### src/rtl/servile_rr_arbiter.sv
// servile_rr_arbiter
// N-port Wishbone classic arbiter in front of a single shared memory port.
// Registered round-robin grant, locked until the slave acknowledges.
// Optional watchdog enabled by defining SERVILE_ARB_TIMEOUT_EN: a granted
// transaction that sees no slave ack for TIMEOUT busy cycles is terminated
// with ack+err to the granted master.
module servile_rr_arbiter #(
   parameter int NUM_MASTERS = 2,
   parameter int TIMEOUT     = 255
) (
   input  logic                      i_clk,
   input  logic                      i_rst_n,
   input  logic [32*NUM_MASTERS-1:0] i_m_adr,
   input  logic [32*NUM_MASTERS-1:0] i_m_dat,
   input  logic [4*NUM_MASTERS-1:0]  i_m_sel,
   input  logic [NUM_MASTERS-1:0]    i_m_we,
   input  logic [NUM_MASTERS-1:0]    i_m_stb,
   output logic [31:0]               o_m_rdt,
   output logic [NUM_MASTERS-1:0]    o_m_ack,
   output logic [NUM_MASTERS-1:0]    o_m_err,
   output logic [NUM_MASTERS-1:0]    o_grant,
   output logic                      o_busy,
   output logic [31:0]               o_wb_mem_adr,
   output logic [31:0]               o_wb_mem_dat,
   output logic [3:0]                o_wb_mem_sel,
   output logic                      o_wb_mem_we,
   output logic                      o_wb_mem_stb,
   input  logic [31:0]               i_wb_mem_rdt,
   input  logic                      i_wb_mem_ack
);

   localparam int IW = (NUM_MASTERS > 1) ? $clog2(NUM_MASTERS) : 1;

   typedef enum logic {
      S_IDLE = 1'b0,
      S_BUSY = 1'b1
   } state_t;

   state_t          r_state;
   state_t          w_state_next;
   logic [IW-1:0]   r_idx;
   logic [IW-1:0]   w_idx_next;
   logic [IW-1:0]   r_last;
   logic [IW-1:0]   w_last_next;
   logic [IW-1:0]   w_pick;
   logic            w_found;
   logic            w_busy;
   logic            w_timeout;
   logic            w_done;
   logic [NUM_MASTERS-1:0] w_onehot;

   // Per-master request fields unpacked into arrays for indexed muxing.
   logic [31:0] w_adr [NUM_MASTERS];
   logic [31:0] w_dat [NUM_MASTERS];
   logic [3:0]  w_sel [NUM_MASTERS];

   genvar gi;
   generate
      for (gi = 0; gi < NUM_MASTERS; gi++) begin : g_unpack
         assign w_adr[gi] = i_m_adr[32*gi +: 32];
         assign w_dat[gi] = i_m_dat[32*gi +: 32];
         assign w_sel[gi] = i_m_sel[4*gi +: 4];
      end
   endgenerate

   assign w_busy = (r_state == S_BUSY);

   // Round-robin pick: first requester scanning last+1, last+2, ... mod N.
   always_comb begin
      logic [IW-1:0] v_cand;
      int            v_sum;
      w_pick  = '0;
      w_found = 1'b0;
      v_cand  = '0;
      v_sum   = 0;
      for (int off = 1; off <= NUM_MASTERS; off++) begin
         v_sum  = (int'(r_last) + off) % NUM_MASTERS;
         v_cand = IW'(v_sum);
         if (!w_found && i_m_stb[v_cand]) begin
            w_found = 1'b1;
            w_pick  = v_cand;
         end
      end
   end

`ifdef SERVILE_ARB_TIMEOUT_EN
   logic [15:0] r_cnt;
   localparam logic [15:0] CNT_LIMIT = 16'(TIMEOUT - 1);

   // Watchdog counter: zero in the first busy cycle, counts ack-less busy cycles.
   always_ff @(posedge i_clk) begin
      if (!i_rst_n) begin
         r_cnt <= '0;
      end else if (!w_busy) begin
         r_cnt <= '0;
      end else if (!i_wb_mem_ack) begin
         r_cnt <= r_cnt + 16'd1;
      end
   end

   // A real ack on the limit cycle takes precedence over the timeout.
   assign w_timeout = w_busy && !i_wb_mem_ack && (r_cnt == CNT_LIMIT);
`else
   logic [15:0] w_unused_timeout;
   assign w_unused_timeout = 16'(TIMEOUT);
   assign w_timeout        = 1'b0;
`endif

   assign w_done = w_busy && (i_wb_mem_ack || w_timeout);

   // State, grant index and round-robin pointer registers.
   always_ff @(posedge i_clk) begin
      if (!i_rst_n) begin
         r_state <= S_IDLE;
         r_idx   <= '0;
         r_last  <= IW'(NUM_MASTERS - 1);
      end else begin
         r_state <= w_state_next;
         r_idx   <= w_idx_next;
         r_last  <= w_last_next;
      end
   end

   // Next-state logic: grant in IDLE, release on ack or timeout in BUSY.
   always_comb begin
      w_state_next = r_state;
      w_idx_next   = r_idx;
      w_last_next  = r_last;
      case (r_state)
         S_IDLE: begin
            if (w_found) begin
               w_idx_next   = w_pick;
               w_state_next = S_BUSY;
            end
         end
         S_BUSY: begin
            if (w_done) begin
               w_last_next  = r_idx;
               w_state_next = S_IDLE;
            end
         end
         default: w_state_next = S_IDLE;
      endcase
   end

   // Datapath and handshake outputs; ack path is purely combinational.
   always_comb begin
      w_onehot     = '0;
      w_onehot[r_idx] = 1'b1;
      o_busy       = w_busy;
      o_grant      = w_busy ? w_onehot : '0;
      o_wb_mem_adr = w_adr[r_idx];
      o_wb_mem_dat = w_dat[r_idx];
      o_wb_mem_sel = w_sel[r_idx];
      o_wb_mem_we  = i_m_we[r_idx];
      o_wb_mem_stb = w_busy && i_m_stb[r_idx] && !w_timeout;
      o_m_ack      = w_done ? w_onehot : '0;
      o_m_err      = w_timeout ? w_onehot : '0;
      o_m_rdt      = w_timeout ? 32'd0 : i_wb_mem_rdt;
   end

endmodule

### config.mk
export PLATFORM = sky130hd
export DESIGN_NAME = servile_rr_arbiter
export DESIGN_NICKNAME = d
export VERILOG_FILES = /design/src/rtl/servile_rr_arbiter.sv
export SDC_FILE = /design/constraint.sdc
export NUM_CORES = 1
export LEC_CHECK = 0
export ABC_AREA = 1
export CORE_AREA = 2 2 111 113
export DETAILED_ROUTE_END_ITERATION = 6
export DIE_AREA = 0 0 113 115
export PLACE_DENSITY = 0.66
export SETUP_SLACK_MARGIN = 0.05
export SYNTH_ARGS = -nofsm -noshare
export SYNTH_HDL_FRONTEND = slang
export SYNTH_SLANG_ARGS = --single-unit
### constraint.sdc
create_clock -name i_clk -period 2.1 [get_ports i_clk]
set_input_delay 0.315 -clock i_clk [delete_from_list [all_inputs] [get_ports i_clk]]
set_output_delay 0.315 -clock i_clk [all_outputs]
set_load 0.02 [all_outputs]
==> impl_metrics.toml, run 1 <==
[grt]
gr-usage-met2 = 0.170
grt_max_degree = 38
overflow = 0
top_usage_layer = "met2"
first_global_vias = 2108
grtUsageMet3 = 0.0295
antenna_found_initial = 0
met1_usage = 0.0901
grt_usage = 0.0891
grt_pass1_wl_um = 9570

[timing]
min_period_over_period = 0.947
grt_setup_unrepaired = "yes"
final.setup.worst_slack_ns = 0.111
finClkSkew_ns = 0.00164
timing.fmax_ghz = 0.503
hold_ws_ns = 0.505
fin_crit_ns = 1.99
drv_slew = 0
final.setup.tns_ns = 0
hold_viol_final = 0
setup-violations-final = 0

[run]
drv_cap = 0

[synthesis]
ys_seq_area_frac = 0.0466
ys_ff_latch = 3
avgSynthCellArea_um2 = 4.52
syn_area_mm2 = 0.00129
ys_types = 12
yosysWarnings = 0
postSynthCellCount = 285

[floorplan]
ios = 284
core_area_mm2 = 0.0118
num_rows = 40
die_h_um = 115
dieWidth_um = 113
fp.dieArea_mm2 = 0.0130
start_util = 0.109

[hold_path]
hold_path_class = "flop to flop"
whs_path_depth = 2

[drt]
antenna_left = 0
detail_route.wl_per_cell_um = 10.9
wl_um = 6610
vias = 2236
drt_iter0_markers = 52
drt-pass1-iter-count = 6
drc = 15
routed_via_density = 3.67

[finish]
syn2layout_area_growth_pct = 176
multi_input_area_um2 = 867
final_cell_mix = "219 x nand2_1, 162 x clkdlybuf4s50_1, 45 x dlymetal6s2s_1, 9 x dlygate4sd2_1, 5 x inv_1"
final_common_cell = "nand2_1"
antenna_cells = 0
fill_cells = 1274
utilization = 0.301
register_area_um2 = 61.3
final_layout_size_suffix_gt1_frac = 0.0238
nNetsFinal = 638

[pwr]
swShare = 0.362
p_int_w = 0.000805
peakVddDrop_mv = 0.259
power.share.sequential = 0.054
combPwrFrac = 0.707
power_frac_clock = 0.238
p_per_area_mw_per_mm2 = 355
p_switching_w = 0.000457
leakagePower_nw = 2.08

[clocking]
cts_max_path_buffers = 2
cts_max_level = 1
insertion_delay_ns = 0.22
cts_sinks = 3
cts_root_buf = "clkbuf_16"
numCtsBuffers = 3
cts_tree = "done"
cts.clk_slew.worst_paths_ns = 0.03

[critical_path]
critical_path_class = "flop to output port"
reg2reg_depth = 6
critPathMaxStageDelay_ns = 0.59
critPathCaptureType = "output port"
path_max_fanout = 22
critPathMostFrequentCell = "nand2_1"
slowest_stage = "clkdlybuf4s50_1"
worstSetupStartpointType = "flop"
cp.arrival_ns = 1.67
crit_chain = "inv_4 > buf_8 > nand2_1 > nand2_1 > clkdlybuf4s50_1"
worst_ep_required_time_ns = 1.78

[placement]
gp_congestion = 0.753
io_buffers = 217
pre_cts_ws_ns = 0.138
hpwl_um = 5670

[status]
violations = "design-rule violations"
status = "finished with violations"
worst paths after layout:
kind	to	startpoint	slack [ns]
setup / recovery	o_wb_mem_adr[24]	r_idx$_SDFFE_PN0P_	0.11
hold / removal	r_last$_SDFFE_PN1P_	r_last$_SDFFE_PN1P_	0.51
setup reg to reg	r_idx$_SDFFE_PN0P_	r_idx$_SDFFE_PN0P_	1.14
hold reg to reg	r_last$_SDFFE_PN1P_	r_last$_SDFFE_PN1P_	0.51
worst max-delay path, delay by kind of cell, from the launching register on:
kind / cells / cell delay [ns]
simple gates: 2 / 0.13
flops: 1 / 0.35
buf+inv: 3 / 0.96
registers in the layout (all words and copies together), names as in the netlist:
register and flops:
r_idx 1, r_last 1, o_busy 1
power by group through the flow:
stage | Sequential [W] | Clock [W] | Combinational [W]
3_5_place_dp | 0.0000690 | 0 | 0.000926
4_1_cts | 0.0000685 | 0.000307 | 0.000919
6_report | 0.0000686 | 0.000301 | 0.000893
3_3_place_gp | 0.0000687 | 0 | 0.000916
5_1_grt | 0.0000697 | 0.000314 | 0.000956
2_1_floorplan | 0.0000670 | 0 | 0.000448
final cells by class:
cell class / instances / share of cell area
clock buffer: 4 / 0.0222
sequential: 3 / 0.0172
timing repair buffer: 221 / 0.658
tap: 147 / 0.0517
multi-input combinational: 228 / 0.244
inverter: 6 / 0.00703
cells in the mapped netlist:
cell type | n | area [µm²]
nand2_1 | 219 | 822
buf_4 | 35 | 263
buf_2 | 13 | 65.1
inv_1 | 5 | 18.8
dfxtp_1 | 3 | 60.1
nor2_1 | 3 | 11.3
a21oi_1 | 2 | 10.0
buf_6 | 1 | 11.3
conb_1 | 1 | 3.75
inv_4 | 1 | 6.26
nand3_1 | 1 | 5.00
nor2_4 | 1 | 11.3
stage by stage:
| stage | cell area (µm²) | instances | total power, W |
|---|---|---|---|
| 5_1_grt | 3560 | 609 | 0.00134 |
| 4_1_cts | 3440 | 609 | 0.00129 |
| 2_1_floorplan | 1290 | 286 | 0.000515 |
| 3_5_place_dp | 3360 | 605 | 0.000995 |
| 3_3_place_gp | 3360 | 605 | 0.000985 |
| 6_report | 3560 | 609 | 0.00126 |
repair_timing:
item                       CTS  global route
buffers inserted             0             0
setup endpoints to repair   55            52
hold buffers                 0             0
gates resized for setup     11            47
per-layer routing:
layer,up-vias,routed length (µm)
li1,1153,-
met1,929,2280
met2,144,3400
met3,10,803
met4,0,123
met5,-,0
cell families after synthesis:
kind of cell / count (synthesis) / share of synthesized area
other cells: 1 / 0.00291
compound gates: 2 / 0.00777
simple gates: 224 / 0.660
buf+inv: 55 / 0.283
flops: 3 / 0.0466
Note: power is estimated with default switching activity, not from simulation.
==> run 2: changes to the inputs <==
Settings changed: SETUP_SLACK_MARGIN 0.05 to unset.
==> run 2 against run 1 <==
The run still ends with design-rule violations left; sequential share of layout area is essentially flat; critical path type unchanged; combinational power is 2.7% higher; register-to-register slack is essentially flat; worst hold slack gained 0.0011 ns; final cell count unchanged; utilization down 0.60 points; power up 1.9%; die area unchanged; fmax down 2.4%; design area is 2.0% lower; first-iteration DRC count up 13%; via count shrank 0.31%; critical endpoint is now o_wb_mem_adr[2].
==> impl_metrics.toml, run 2 (synthesis gave the netlist of run 1 again) <==
[critical_path]
crit_chain = "inv_4 > buf_12 > nand2_1 > nand2_1 > clkdlybuf4s50_1"
cp.arrival_ns = 1.72
r2r_end = "r_idx$_SDFFE_PN0P_"
critPathCaptureType = "output port"
worstSetupStartpointType = "flop"
path_max_fanout = 37
rrSetupSlack_ns = 1.14
worst_ep_required_time_ns = 1.78
r2r-start = "r_idx$_SDFFE_PN0P_"
cp_num_buf_inv = 3
cp_top_family = "buffers and inverters"
cp-startpoint = "r_idx$_SDFFE_PN0P_"
critPathMaxStageDelay_ns = 0.63
critical_path_class = "flop to output port"
critPathMostFrequentCell = "nand2_1"
crit_cells = 5
slowest_stage = "clkdlybuf4s50_1"
reg2reg_depth = 5
critical_path.endpoint = "o_wb_mem_adr[2]"

[finish]
antenna_cells = 0
nNetsFinal = 638
final_cell_mix = "219 x nand2_1, 201 x clkdlybuf4s50_1, 15 x dlymetal6s2s_1, 5 x inv_1"
final_common_cell = "nand2_1"
final_layout_size_suffix_gt1_frac = 0.0238
syn2layout_area_growth_pct = 171
final_cells = 609

[clocking]
cts_max_path_buffers = 2
cts_sinks = 3
cts_tree = "done"
postCtsSetupBuffers = 0
cts.clk_slew.worst_paths_ns = 0.03
ctsHoldBuffers = 0
cts_root_buf = "clkbuf_16"
insertion_delay_ns = 0.22
numCtsBuffers = 3
post_cts_resized = 2
cts_max_level = 1

[status]
status = "finished with violations"
violations = "design-rule violations"

[drt]
drt_iter0_markers = 59
wl_um = 6570
met3_wirelength_um = 815
wl_met2_um = 3360
drc = 15
wl_met1_um = 2270
antenna_left = 0
top_layer = "met4"
detail_route.wl_per_cell_um = 10.8
routed_via_density = 3.66
drt-pass1-iter-count = 6
vias = 2229

[grt]
grt_max_degree = 38
grt_usage = 0.0890
antenna_found_initial = 0
overflow = 0
first_global_vias = 2108
grt_pass1_wl_um = 9560

[pwr]
swShare = 0.357
p_switching_w = 0.000460
power.share.sequential = 0.053
p_int_w = 0.000826
power_frac_clock = 0.234
peakVddDrop_mv = 0.280
p_per_area_mw_per_mm2 = 369
combPwrFrac = 0.713
leakagePower_nw = 1.77

[timing]
final.setup.worst_slack_ns = 0.0624
timing.fmax_ghz = 0.491
fin_crit_ns = 2.04
min_period_over_period = 0.970
grt_setup_unrepaired = "yes"
hold_ws_ns = 0.506
hold_viol_final = 0
finClkSkew_ns = 0.00167
setup-violations-final = 0
drv_slew = 0

[floorplan]
ios = 284
fp.dieArea_mm2 = 0.0130
die_h_um = 115
start_util = 0.109
dieWidth_um = 113
num_rows = 40
core_area_mm2 = 0.0118

[placement]
gp_congestion = 0.753
pre_cts_ws_ns = 0.138
hpwl_um = 5670
io_buffers = 217
placed_cells = 605

[hold_path]
hold_path_class = "flop to flop"

[run]
drv_cap = 0
-- run 2: power groups by stage --
stage / clock network, W / logic, W / registers (W)
5_1_grt: 0.000314 / 0.000981 / 0.0000695
4_1_cts: 0.000307 / 0.000931 / 0.0000685
3_3_place_gp: 0 / 0.000916 / 0.0000687
3_5_place_dp: 0 / 0.000926 / 0.0000690
6_report: 0.000300 / 0.000917 / 0.0000684
2_1_floorplan: 0 / 0.000448 / 0.0000670
-- run 2: worst reg2reg max path, stage by stage, from the launching register on --
cell     delay [ns]
dfxtp_2        0.38
buf_12         0.20
nand2_1        0.10
nand3_1        0.09
nand2_1        0.07
inv_1          0.06
-- run 2: layout make-up --
type	instances	area, µm²
clock buffer	4	78.8
fill	1287	8330
inverter	6	25.0
multi-input combinational	228	867
sequential	3	61.3
tap	147	184
timing repair buffer	221	2270
-- run 2: how the worst min path moves through the flow --
stage | cells after the start | startpoint | to
floorplan | 1 | i_rst_n | r_last$_SDFFE_PN1P_
global placement | 2 | r_last$_SDFFE_PN1P_ | r_last$_SDFFE_PN1P_
detailed placement | 2 | r_last$_SDFFE_PN1P_ | r_last$_SDFFE_PN1P_
CTS | 2 | r_last$_SDFFE_PN1P_ | r_last$_SDFFE_PN1P_
global route | 2 | r_last$_SDFFE_PN1P_ | r_last$_SDFFE_PN1P_
finish | 2 | r_last$_SDFFE_PN1P_ | r_last$_SDFFE_PN1P_
-- run 2: metal layers --
layer | track usage | up-vias
met5 | 0 | -
met4 | 0.0341 | 0
met3 | 0.0295 | 10
met2 | 0.170 | 140
met1 | 0.0898 | 925
li1 | - | 1154
-- run 2: through the flow --
step	area [µm²]	setup TNS, ns	total power, W	utilization
CTS	3450	0	0.00131	0.292
global placement	3360	0	0.000985	0.285
detailed placement	3360	0	0.000995	0.285
global route	3490	-0.0130	0.00136	0.295
finish	3490	0	0.00129	0.295
floorplan	1290	0	0.000515	-
==> run 3: changes to the inputs <==
Clock period 2.1 ns to 2.2 ns, I/O delays scaled along.
==> run 3 against run 2 <==
The run still ends with design-rule violations left; clock skew down 0.00088 ns; critical path depth unchanged; power down 4.0%; worst hold slack better by 0.0070 ns; non-clock buffer count up 1; critical path type unchanged; largest power group unchanged.
==> impl_metrics.toml, run 3 (synthesis gave the netlist of run 1 again) <==
[status]
status = "finished with violations"
violations = "design-rule violations"

[placement]
place_area_mm2 = 0.00337
io_buffers = 217
gp_congestion = 0.709
hpwl_um = 5830
pre_cts_ws_ns = 0.194

[run]
drv_cap = 0

[timing]
grt_setup_unrepaired = "no"
final.setup.tns_ns = 0
setup-violations-final = 0
hold_viol_final = 0
final.setup.worst_slack_ns = 0.100
timing.fmax_ghz = 0.476
finClkSkew_ns = 0.000796
fin_crit_ns = 2.10
min_period_over_period = 0.954
drv_slew = 0

[clocking]
cts_root_buf = "clkbuf_16"
cts.clk_slew.worst_paths_ns = 0.03
numCtsBuffers = 3
cts_tree = "done"
cts_max_level = 1
insertion_delay_ns = 0.22
cts_sinks = 3
cts_max_path_buffers = 2
ctsHoldBuffers = 0

[critical_path]
path_max_fanout = 33
worstSetupStartpointType = "flop"
critPathMaxStageDelay_ns = 0.62
cp-startpoint = "r_idx$_SDFFE_PN0P_"
cp_num_buf_inv = 3
worst_ep_required_time_ns = 1.87
r2r-start = "r_idx$_SDFFE_PN0P_"
cp_top_family = "buffers and inverters"
critical_path_class = "flop to output port"
critPathMostFrequentCell = "nand2_1"
crit_chain = "inv_4 > buf_12 > nand2_1 > nand2_1 > clkdlybuf4s50_1"
slowest_stage = "clkdlybuf4s50_1"
cp.arrival_ns = 1.77
critPathCaptureType = "output port"

[grt]
grt_pass1_wl_um = 10000
grt_usage = 0.0942
first_global_vias = 2082
grt_max_degree = 34
overflow = 0
antenna_found_initial = 0

[drt]
routed_via_density = 3.70
drt-pass1-iter-count = 6
drt_iter0_markers = 68
antenna_left = 0
drc = 15
vias = 2256
wl_um = 6700
detail_route.wl_per_cell_um = 11.0

[pwr]
leakagePower_nw = 1.62
p_int_w = 0.000796
swShare = 0.355
power.share.sequential = 0.054
peakVddDrop_mv = 0.268
total_power_w = 0.00123
p_per_area_mw_per_mm2 = 357
power_frac_clock = 0.231
combPwrFrac = 0.715
p_switching_w = 0.000439

[floorplan]
start_util = 0.109
fp.dieArea_mm2 = 0.0130
core_area_mm2 = 0.0118
dieWidth_um = 113
die_h_um = 115
ios = 284
num_rows = 40

[hold_path]
holdCritStartpoint = "r_last$_SDFFE_PN1P_"
hold_path_class = "flop to flop"

[finish]
nNetsFinal = 639
final_area_mm2 = 0.00346
syn2layout_area_growth_pct = 169
antenna_cells = 0
final_common_cell = "nand2_1"
final_cell_mix = "219 x nand2_1, 217 x clkdlybuf4s50_1, 5 x inv_1, 3 x nor2_1, 3 x clkbuf_16"
utilization = 0.293
fill_cells = 1311
final_layout_size_suffix_gt1_frac = 0.0238
## run 3: changes by cell type in the layout (fill, tap and decap cells not counted), sizes merged
cell           previous run  this run
dlymetal6s2s             15         0
clkdlybuf4s50           201       217
## run 3: worst register-to-register path: cells and delay by family, from the launching register on
| kind | cells | cell delay [ns] |
|---|---|---|
| and+or+nand+nor | 2 | 0.13 |
| DFF | 1 | 0.36 |
| buffers and inverters | 2 | 0.38 |
| AOI/OAI and AO/OA | 1 | 0.11 |
## run 3: per-layer routing
| layer | track usage | vias up | part of all wire |
|---|---|---|---|
| li1 | - | 1155 | - |
| met1 | 0.0920 | 957 | 0.34 |
| met2 | 0.182 | 134 | 0.52 |
| met3 | 0.0385 | 10 | 0.12 |
| met4 | 0.0268 | 0 | 0.018 |
| met5 | 0 | - | 0 |
## run 3: worst paths after layout
kind                                             to  slack [ns]  depth (start not counted)
worst max-delay path                o_wb_mem_sel[0]        0.10                          5
worst min-delay path            r_last$_SDFFE_PN1P_        0.51                          2
worst max register to register  r_last$_SDFFE_PN1P_        1.11                          5
worst min register to register  r_last$_SDFFE_PN1P_        0.51                          2
## run 3: repair_timing
item | CTS | global route
setup buffers | 0 | 0
hold endpoints to repair | 0 | 0
endpoints found under the setup margin | 0 | 5
resized for setup | 0 | 2
## run 3: metrics by stage
stage	std cells	hold WS (ns)
finish	610	0.513
global route	610	0.530
CTS	610	0.515
detailed placement	606	0.506
global placement	606	0.506
floorplan	286	0.399
## run 3: cell type report
cell class	count	area, µm²	area share
Inverter	6	25.0	0.00724
Timing Repair Buffer	222	2240	0.648
Tap cell	147	184	0.0532
Multi-Input combinational cell	228	867	0.251
Clock buffer	4	78.8	0.0228
Sequential cell	3	61.3	0.0177
## run 3: power groups by stage
stage	Combinational, W	Sequential [W]	Clock (W)
after global placement	0.000878	0.0000670	0
after floorplan	0.000427	0.0000639	0
after detailed placement	0.000889	0.0000670	0
after global routing	0.000947	0.0000675	0.000298
after CTS	0.000892	0.0000663	0.000294
final	0.000883	0.0000663	0.000286
